<file path="src/rtl/m_issue_ctrl.sv">
// Issues one M-extension instruction to a coprocessor and returns its result to the core.
// Optional WAIT-state timeout is compiled in with `define M_ISSUE_TIMEOUT_EN.
module m_issue_ctrl #(
    parameter int unsigned TIMEOUT_CYCLES = 64
) (
    input  logic        clk,
    input  logic        reset,
    input  logic        req_valid,
    output logic        req_ready,
    input  logic [31:0] req_insn,
    input  logic [31:0] req_rs1,
    input  logic [31:0] req_rs2,
    output logic        valid,
    output logic [31:0] instruction,
    output logic [31:0] rs1,
    output logic [31:0] rs2,
    input  logic        wr,
    input  logic [31:0] rd,
    input  logic        busy,
    input  logic        ready,
    output logic        resp_valid,
    output logic [31:0] resp_data,
    output logic        resp_err,
    input  logic        resp_ready
);

    typedef enum logic [1:0] {IDLE, ISSUE, WAIT, RESP} state_t;

    state_t      state_q, state_d;
    logic [31:0] insn_q, rs1_q, rs2_q;
    logic [31:0] resp_data_q;
    logic        resp_err_q;
    logic        is_m;
    logic        timeout_hit;
    logic        unused_ok;

    // busy is advisory only; it never steers the sequencer
    assign unused_ok = busy ^ (TIMEOUT_CYCLES == 0);

    // Decode runs on the captured word, so the ISSUE cycle doubles as the decode cycle
    assign is_m = (insn_q[6:0] == 7'h33) && (insn_q[31:25] == 7'h01);

`ifdef M_ISSUE_TIMEOUT_EN
    localparam logic [7:0] CNT_LAST = 8'(TIMEOUT_CYCLES - 1);
    logic [7:0] wait_cnt;

    always_ff @(posedge clk or posedge reset) begin
        if (reset) begin
            wait_cnt <= 8'd0;
        end else if (state_q == ISSUE) begin
            wait_cnt <= 8'd0;
        end else if (state_q == WAIT) begin
            wait_cnt <= wait_cnt + 8'd1;
        end
    end

    assign timeout_hit = (state_q == WAIT) && (wait_cnt == CNT_LAST);
`else
    assign timeout_hit = 1'b0;
`endif

    always_comb begin
        state_d = state_q;
        case (state_q)
            IDLE:  if (req_valid) state_d = ISSUE;
            ISSUE: state_d = is_m ? WAIT : RESP;
            WAIT:  if (ready || timeout_hit) state_d = RESP;
            RESP:  if (resp_ready) state_d = IDLE;
            default: state_d = IDLE;
        endcase
    end

    always_ff @(posedge clk or posedge reset) begin
        if (reset) begin
            state_q     <= IDLE;
            insn_q      <= 32'd0;
            rs1_q       <= 32'd0;
            rs2_q       <= 32'd0;
            resp_data_q <= 32'd0;
            resp_err_q  <= 1'b0;
        end else begin
            state_q <= state_d;
            if (state_q == IDLE && req_valid) begin
                insn_q <= req_insn;
                rs1_q  <= req_rs1;
                rs2_q  <= req_rs2;
            end
            if (state_q == ISSUE && !is_m) begin
                resp_data_q <= 32'd0;
                resp_err_q  <= 1'b1;
            end
            // A result arriving on the expiry cycle takes priority over the timeout
            if (state_q == WAIT) begin
                if (ready) begin
                    resp_data_q <= rd;
                    resp_err_q  <= !wr;
                end else if (timeout_hit) begin
                    resp_data_q <= 32'd0;
                    resp_err_q  <= 1'b1;
                end
            end
        end
    end

    assign req_ready   = (state_q == IDLE);
    assign valid       = (state_q == ISSUE) && is_m;
    assign instruction = insn_q;
    assign rs1         = rs1_q;
    assign rs2         = rs2_q;
    assign resp_valid  = (state_q == RESP);
    assign resp_data   = resp_data_q;
    assign resp_err    = resp_err_q;

endmodule

</file>
<file path="config.mk">
export PLATFORM = sky130hd
export DESIGN_NAME = m_issue_ctrl
export DESIGN_NICKNAME = d
export VERILOG_FILES = /design/src/rtl/m_issue_ctrl.sv
export SDC_FILE = /design/constraint.sdc
export NUM_CORES = 1
export LEC_CHECK = 0
export BUFFER_PORTS_ARGS = -buffer_cell sky130_fd_sc_hd__buf_2
export CAP_MARGIN = 20
export CORE_MARGIN = 10
export CORE_UTILIZATION = 35
export DETAILED_ROUTE_END_ITERATION = 12
export SYNTH_ARGS = -nofsm -noshare
export SYNTH_HDL_FRONTEND = slang
export SYNTH_SLANG_ARGS = --single-unit
</file>
<file path="constraint.sdc">
create_clock -name clk -period 6.6 [get_ports clk]
set_clock_uncertainty 0.05 [all_clocks]
set_input_delay 0.66 -clock clk [delete_from_list [all_inputs] [get_ports clk]]
set_output_delay 0.66 -clock clk [all_outputs]
set_load 0.02 [all_outputs]
</file>
==> results.yml, run 1 <==
cts:
  ctsLongestPathBuffers: 2
  clkLatencyLatePin_ps: 410
  hold_buffers: 0
  numCtsBuffers: 17
  cts.repair.resized: 0
  postCtsSetupBuffers: 0
  cts_root_buf: "clkbuf_16"
  cts_tree: "yes"
  clk_pin_slew_ps: 60
  cts_max_level: 4
  cts.sinks: 131
logic_synthesis:
  synthArstFlopShare: 1.000
  ys.flop_type: "dfrtp_1"
  avgSynthCellArea_um2: 14.12
  ys_types: 25
  synth_edf_count: 0
  synth-seq-cells: 131
  syn_nets: 511
  ys_seq_area_frac: 0.6243
  ys_warn_count: 0
  synthCells: 372
  netlist_area_mm2: 0.005251
setup_path:
  rr_worst_depth: 5
  critPathMaxFanout: 82
  critical-path-slowest-cell: "buf_4"
  r2r-start: "state_q[0]"
  arrival_ps: 2690
  critPathLaunchType: "flip-flop"
  cp-end-kind: "flip-flop"
  critPathRequiredTime_ps: 6840
  max_stage_delay_ps: 800
  crit_chain: "inv_1 > ha_1 > nand2_4 > buf_4 > mux2_2"
  r2r_slack_ps: 4150
  r2r_end: "rs1[16]"
  critPathKind: "reg -> reg"
cells_and_area:
  multiInputGateArea_mm2: 0.001846
  diodes: 0
  final_nets: 780
  seqCellArea_mm2: 0.003278
  fin_util: 0.5022
  nFillCells: 1329
  layout-drive-gt1-share: 0.6606
  syn_to_final_growth_pct: 40.05
floorplanning:
  pin_count: 267
  core_mm2: 0.01464
  die_w_um: 142.5
  fp.dieH_um: 142.5
  rows: 44
  dieArea_mm2: 0.02030
  start_util: 0.3586
power_and_ir_drop:
  cellLeakagePower_nw: 3.710
  pwr-share-clk: 0.223
  p_per_area_mw_per_mm2: 566.2
  fin_total_pwr_w: 0.004164
  ir_drop_mv: 0.2640
  switching_share: 0.3930
  internal-power_w: 0.002528
  p_seq_frac: 0.342
  switchingPower_w: 0.001637
  pwr-share-comb: 0.435
drt:
  wl_met1_mm: 5.624
  viasPerCell: 4.581
  wl_per_cell_um: 17.46
  topRoutingLayerUsed: "met5"
  wl_met2_mm: 7.142
  wirelength_mm: 14.63
  firstDrtPassIters: 4
  drt_iter0_drc: 93
  drcViolationCount: 0
  dr_total_vias: 3839
  wl_met3_mm: 1.639
  drtAntennaViolNets: 0
job:
  cap_violations: 0
global_route:
  grt_pass1_vias: 4044
  grt_usage: 0.1397
  grt_max_degree: 83
  antenna_found_initial: 2
  grt_pass1_wl_mm: 22.23
  grt_overflow_total: 0
sta:
  final.period_utilization: 0.3707
  relSlewSlack: 0.3179
  fin_crit_ps: 2447
  max_freq_mhz: 408.7
  worst_pin_slew_ps: 1023
  setup-tns-final_ps: 0
  finalHoldViolCount: 0
  finalSetupViolations: 0
  slew_viol_final: 0
  grt_setup_unrepaired: "no"
run_status:
  status: "finished clean"
min_path:
  hold_class: "in -> async"
placed_design:
  place_congestion: 0.7033
  portBuffers: 265
  dp_hpwl_mm: 11.27
==> routing by layer <==
layer / GRT usage / vias up
met2: 0.2239 / 163
met3: 0.07510 / 21
met1: 0.1536 / 1832
met5: 0 / -
met4: 0.05266 / 4
li1: - / 1819
==> cell usage after synthesis, drive strengths merged (2+ instances only) <==
cell type / instances / area, µm²
ha: 4 / 50.05
buf: 13 / 93.84
clkbuf: 7 / 26.28
o21ai: 32 / 272.8
nand2: 67 / 251.5
inv: 4 / 15.01
and2: 2 / 12.51
dfrtp: 131 / 3278
nor2b: 3 / 18.77
mux2: 97 / 1092
==> cell families (layout without fill, tap and decap cells) <==
family | count (synthesis) | in the layout | share of synthesized area
AO/OA/AOI/OAI | 36 | 36 | 0.06219
adder cells (fa/ha/maj) | 4 | 4 | 0.009531
buffers and inverters | 24 | 306 | 0.02573
flip-flops | 131 | 131 | 0.6243
multiplexers | 97 | 97 | 0.2080
AND/OR/NAND/NOR | 80 | 80 | 0.07029
==> power groups by stage <==
stage	registers [W]	clock network (W)	logic [W]
final	0.00142	0.000928	0.00181
after detailed placement	0.00144	0	0.00184
after global placement	0.00141	0	0.00181
after CTS	0.00143	0.000956	0.00184
after floorplan	0.00193	0	0.000700
after global routing	0.00147	0.000995	0.00195
==> cell type report <==
type | instances | area share
clock inverters | 8 | 0.01361
repair buffers | 270 | 0.1892
well taps | 184 | 0.03130
flip-flops and latches | 131 | 0.4457
multi-input cells | 217 | 0.2509
inverters | 4 | 0.002382
clock buffers | 24 | 0.06686
==> critical path: cells and delay by family (launching register included) <==
kind / cells / cell delay (ps)
muxes: 1 / 420
adders and majority gates: 1 / 270
DFF: 1 / 390
buffers and inverters: 2 / 900
and+or+nand+nor: 1 / 210
==> stage by stage <==
stage          instance area [µm²]  hold WS, ps  setup slack (ps)  cells
3_5_place_dp                  6720        436.7              4110    804
4_1_cts                       7312        377.4              4096    836
5_1_grt                       7355        387.5              3960    838
2_1_floorplan                 5251        499.2              2392    372
6_report                      7355        389.0              4153    838
3_3_place_gp                  6720        430.7              4181    804
==> cell usage in the layout (no fill, tap or decap), types with 2 or more instances in the layout <==
master / n
clkbuf_16: 17
clkinvlp_4: 4
and2_1: 2
buf_2: 265
nand2_1: 66
buf_4: 3
nor2b_1: 3
o21ai_2: 30
inv_1: 3
dfrtp_1: 131
clkinv_2: 2
mux2_2: 97
bufinv_16: 2
o21ai_0: 2
clkbuf_1: 3
clkbuf_8: 4
ha_1: 4
==> worst max-delay path by stage <==
| stage | startpoint | to | cells after the start |
|---|---|---|---|
| floorplan | reset | instruction[0] | 1 |
| global placement | req_valid | instruction[17] | 4 |
| detailed placement | state_q[0] | rs2[5] | 5 |
| CTS | state_q[0] | rs1[24] | 5 |
| global route | state_q[0] | instruction[19] | 5 |
| finish | state_q[0] | rs1[16] | 5 |
==> state kept, by name, indices dropped and copies added (netlist names) <==
| register | cells |
|---|---|
| instruction | 32 |
| rs1 | 32 |
| state_q | 2 |
| resp_err | 1 |
| resp_data | 32 |
| rs2 | 32 |
Note: power is estimated with default switching activity, not from simulation.
==> run 2, diff against run 1 <==
Settings changed: ABC_AREA set to 1.
Clock period 6.6 ns to 2.6 ns, I/O delays scaled along.
==> run 2 against run 1 <==
Sequential share of layout area down 1.1 points. Final cell count up 5.4%. Total power up 150%. Combinational power rose to 2.5 times the previous value. Die area down 0.90%. Critical path depth up 2. Clock power up 130%. Worst hold slack worse by 370 ps. Via count up 4.3%. Utilization up 1.6 points. Global-route usage up 0.95 points.
==> results.yml, run 2 <==
floorplanning:
  start_util: 0.3575
  core_mm2: 0.01453
  pin_count: 267
  rows: 44
  die_w_um: 141.8
  fp.dieH_um: 141.8
  dieArea_mm2: 0.02012
placed_design:
  portBuffers: 265
  dp_hpwl_mm: 11.45
  place_congestion: 0.7526
  pre_cts_slack_ps: 576.1
  place_inst: 823
cells_and_area:
  multiInputGateArea_mm2: 0.001765
  final_common_cell: "buf_2"
  fin_util: 0.5186
  final_nets: 825
  layout-drive-gt1-share: 0.5731
  syn_to_final_growth_pct: 45.05
  final_cell_mix: "buf_2 (265), dfrtp_1 (131), nand2_1 (77)"
  nFillCells: 1305
  instances_no_fill: 883
  seqCellArea_mm2: 0.003278
logic_synthesis:
  netlist_area_mm2: 0.005196
  synth_top_family_by_area: "multiplexers"
  synth_edf_count: 0
  yosys-top-cells-count: "dfrtp_1 (131), nand2_1 (77), mux2_2 (67)"
  ys.flop_type: "dfrtp_1"
  avgSynthCellArea_um2: 13.43
  synth-seq-cells: 131
  ys_types: 18
  synthCells: 387
  syn_nets: 526
  synthXorXnorAreaFrac: 0
  synthTopCellsByArea: "dfrtp_1 (63%), mux2_2 (15%), mux2_4 (8.1%)"
  yosysTopAreaCellShare: 0.6309
  synth_area_leader_cell: "dfrtp_1"
  ys_seq_area_frac: 0.6309
  synthArstFlopShare: 1.000
  synth-simple-area-share: 0.09752
  muxShareOfSynthArea: 0.2261
  yosysMostFrequentCell: "dfrtp_1"
  synth_fa_ha_area_frac: 0.009632
  ys_warn_count: 0
  synth-compound-area-share: 0.005538
sta:
  max_freq_mhz: 486.4
  final.period_utilization: 0.7908
  finalSetupViolations: 0
  fin_crit_ps: 2056
  setup_ws_ps: 544.0
  relSlewSlack: 0.4078
  setup-tns-final_ps: 0
  finalHoldViolCount: 0
  worst_pin_slew_ps: 888.3
  grt_setup_unrepaired: "no"
  slew_viol_final: 0
setup_path:
  cp-end-kind: "flip-flop"
  crit_chain: "inv_1 > ha_1 > nand2_1 > clkinv_1 > buf_4 > nand2_1 > nand2_1"
  critPathLaunchType: "flip-flop"
  critPathRequiredTime_ps: 2830
  critPathMaxFanout: 24
  crit_top_cell: "nand2_1"
  rr_worst_depth: 7
  critical-path-slowest-cell: "clkinv_1"
  r2r-start: "state_q[0]"
  r2r_end: "resp_data[31]"
  arrival_ps: 2290
  critPathKind: "reg -> reg"
  r2r_slack_ps: 540
  max_stage_delay_ps: 510
drt:
  dr_total_vias: 4004
  drt_iter0_drc: 129
  drtAntennaViolNets: 0
  firstDrtPassIters: 5
  drcViolationCount: 0
  wl_per_cell_um: 17.55
  wirelength_mm: 15.50
  viasPerCell: 4.535
cts:
  clk_pin_slew_ps: 60
  postCtsSetupBuffers: 0
  ctsLongestPathBuffers: 2
  clkLatencyLatePin_ps: 410
  hold_buffers: 28
  cts_max_level: 4
  cts_root_buf: "clkbuf_16"
  cts_tree: "yes"
  numCtsBuffers: 17
  cts.sinks: 131
  cts.repair.resized: 0
power_and_ir_drop:
  cellLeakagePower_nw: 4.036
  fin_total_pwr_w: 0.01035
  p_per_area_mw_per_mm2: 1373
  ir_drop_mv: 0.5473
min_path:
  min_to: "resp_data[10]"
  min_from: "rd[10]"
  min_path_cells: 3
  hold_class: "in -> reg"
global_route:
  grt_pass1_wl_mm: 23.89
  grt_overflow_total: 0
  grt_usage: 0.1492
  grt_max_degree: 72
  grt_pass1_vias: 4409
  antenna_found_initial: 0
job:
  cap_violations: 0
run_status:
  status: "finished clean"
## run 2: cell types whose count changed after synthesis, moves of 2 or more
cell and change:
nor2b_1 -3, inv_1 +5, and2_1 -2, nand2_2 +2, mux2_2 -30, mux2_4 +28, nand3_1 +32, nor2_1 +11
o21ai_2 -30, nand2_1 +10
## run 2: per-layer routing
layer  track usage  share of wire
met5             0              0
met4       0.06778          0.022
met3       0.06008          0.086
met2        0.2592           0.52
met1        0.1543           0.37
## run 2: kinds of logic after synthesis
logic type / count (synthesis)
buf+inv: 29
fa+ha+maj: 4
mux: 95
compound gates: 5
simple gates: 123
flops: 131
## run 2: where the power goes
part | switching [W] | internal, W | total [W]
combinational | 0.00269 | 0.00189 | 0.00459
clock | 0.000878 | 0.00130 | 0.00218
sequential | 0.000529 | 0.00306 | 0.00359
## run 2: worst max-delay path, delay by kind of cell, from the launching register on
family,cells,cell delay (ps)
buf+inv,3,1010
flops,1,420
simple gates,3,230
fa+ha+maj,1,220
## run 2: through the flow
stage | instance area, µm² | hold slack [ps]
floorplan | 5200 | 326.9
global placement | 6711 | 410.0
detailed placement | 6711 | 414.2
CTS | 7535 | 2.078
global route | 7535 | 17.76
finish | 7537 | 23.07
## run 2: cell type report
type,count,area share
antenna,1,0.0003320
clock buffer,17,0.05644
clock inverter,14,0.01560
inverter,10,0.005478
multi-input combinational,227,0.2342
sequential,131,0.4349
tap,184,0.03054
timing repair buffer,299,0.2224
## run 2: worst max-delay path by stage
stage / from / endpoint / slack, ps / depth (start not counted)
CTS: state_q[0] / resp_data[31] / 550 / 7
global placement: state_q[0] / rs2[5] / 640 / 5
finish: state_q[0] / resp_data[31] / 540 / 7
global route: state_q[0] / resp_data[17] / 350 / 7
floorplan: reset / instruction[0] / 670 / 1
detailed placement: state_q[0] / resp_data[17] / 580 / 7
==> run 3, diff against run 2 <==
Clock period 2.6 ns to 2 ns, I/O delays scaled along.
==> run 3 against run 2 <==
Highest routed layer unchanged. Setup slack worse by 310 ps. Design area up 15%. Combinational power up 36%.
==> results.yml, run 3 (same netlist as run 2, synthesis figures left out) <==
setup_path:
  crit_chain: "inv_1 > ha_1 > nand2_4 > buf_12 > mux2_2"
  critical-path-slowest-cell: "dfrtp_1"
  r2r-start: "state_q[0]"
  critPathMaxFanout: 61
  crit_start: "state_q[0]"
  critPathLaunchType: "flip-flop"
  arrival_ps: 2010
  critPathKind: "reg -> reg"
  critPathRequiredTime_ps: 2240
  cp-end-kind: "flip-flop"
  max_stage_delay_ps: 420
placed_design:
  place_area_mm2: 0.006756
  pre_cts_slack_ps: 234.4
  place_congestion: 0.7663
  portBuffers: 265
  dp_hpwl_mm: 11.62
cells_and_area:
  fin_area_mm2: 0.008656
  layout-drive-gt1-share: 0.5000
  final_common_cell: "buf_2"
  final_cell_mix: "buf_2 (265), dfrtp_1 (131), dlygate4sd3_1 (130)"
  final_nets: 928
  syn_to_final_growth_pct: 66.58
drt:
  wl_per_cell_um: 17.29
  drtAntennaViolNets: 0
  wirelength_mm: 17.08
  firstDrtPassIters: 4
  drt_iter0_drc: 182
  drcViolationCount: 0
  viasPerCell: 4.529
  dr_total_vias: 4475
global_route:
  grt_max_degree: 74
  grt_overflow_total: 0
  grt_pass1_vias: 4962
  grt_pass1_wl_mm: 27.19
  antenna_found_initial: 1
  grt_usage: 0.1683
cts:
  cts.sinks: 131
  cts.repair.resized: 0
  ctsLongestPathBuffers: 2
  clkLatencyLatePin_ps: 410
  cts_max_level: 4
  numCtsBuffers: 17
  clk_pin_slew_ps: 60
  cts_tree: "yes"
  cts_root_buf: "clkbuf_16"
sta:
  max_freq_mhz: 565.1
  final.period_utilization: 0.8847
  slew_viol_final: 0
  relSlewSlack: 0.7434
  worst_pin_slew_ps: 385.0
  fin_crit_ps: 1769
  finalHoldViolCount: 0
  setup-tns-final_ps: 0
  setup_ws_ps: 230.5
  grt_setup_unrepaired: "no"
  finalSetupViolations: 0
floorplanning:
  die_w_um: 141.8
  pin_count: 267
  fp.dieH_um: 141.8
  rows: 44
  dieArea_mm2: 0.02012
  core_mm2: 0.01453
  start_util: 0.3575
min_path:
  min_from: "resp_ready"
  hold_class: "in -> reg"
power_and_ir_drop:
  fin_total_pwr_w: 0.01403
  cellLeakagePower_nw: 4.514
  ir_drop_mv: 0.7928
  p_per_area_mw_per_mm2: 1621
run_status:
  status: "finished clean"
job:
  cap_violations: 0
==> run 3: layout make-up <==
class                   instances  area, µm²
clock inverters                14      163.9
diodes                          2      5.005
multi-input cells             227       1765
inverters                      10      41.29
repair buffers                402       2743
well taps                     184      230.2
flip-flops and latches        131       3278
fillers                      1151       5878
clock buffers                  18      429.2
==> run 3: per-layer routing <==
metal / track usage / up-vias / share of wire
li1: - / 2095 / -
met1: 0.1798 / 2173 / 0.37
met2: 0.2938 / 179 / 0.53
met3: 0.06075 / 28 / 0.076
met4: 0.06993 / 0 / 0.021
met5: 0 / - / 0
==> run 3: path summary, 6_finish.rpt <==
kind	to	slack, ps	cells past startpoint
max reg2reg	rs2[5]	230	5
min in group asynchronous	rs2[25]	420	4
max in group asynchronous	rs1[13]	1150	4
max	rs2[5]	230	5
min reg2reg	resp_data[0]	440	2
min	state_q[0]	150	5
==> run 3: timing repair <==
action                     4_1_cts  5_1_grt
setup endpoints to repair        0        0
buffers inserted                 0        0
hold endpoints to repair       260        0
hold buffers                   130        0
==> run 3: critical path, delay by kind of cell (launching register included) <==
| kind | cells | cell delay (ps) |
|---|---|---|
| fa+ha+maj | 1 | 260 |
| mux | 1 | 390 |
| simple gates | 1 | 110 |
| buf+inv | 2 | 380 |
| flops | 1 | 420 |
==> run 3: power by group <==
group          internal (W)  leakage (nW)  switching, W
combinational       0.00264          2.64       0.00358
clock               0.00195         0.285       0.00116
sequential          0.00398          1.59      0.000719
total               0.00857          4.51       0.00546
==> run 3: stage by stage <==
step | std cells | util | hold slack (ps)
2_1_floorplan | 387 | - | 266.9
3_3_place_gp | 824 | 0.4649 | 290.4
3_5_place_dp | 824 | 0.4649 | 291.5
4_1_cts | 986 | 0.5952 | 140.6
5_1_grt | 987 | 0.5954 | 206.2
6_report | 988 | 0.5956 | 151.4
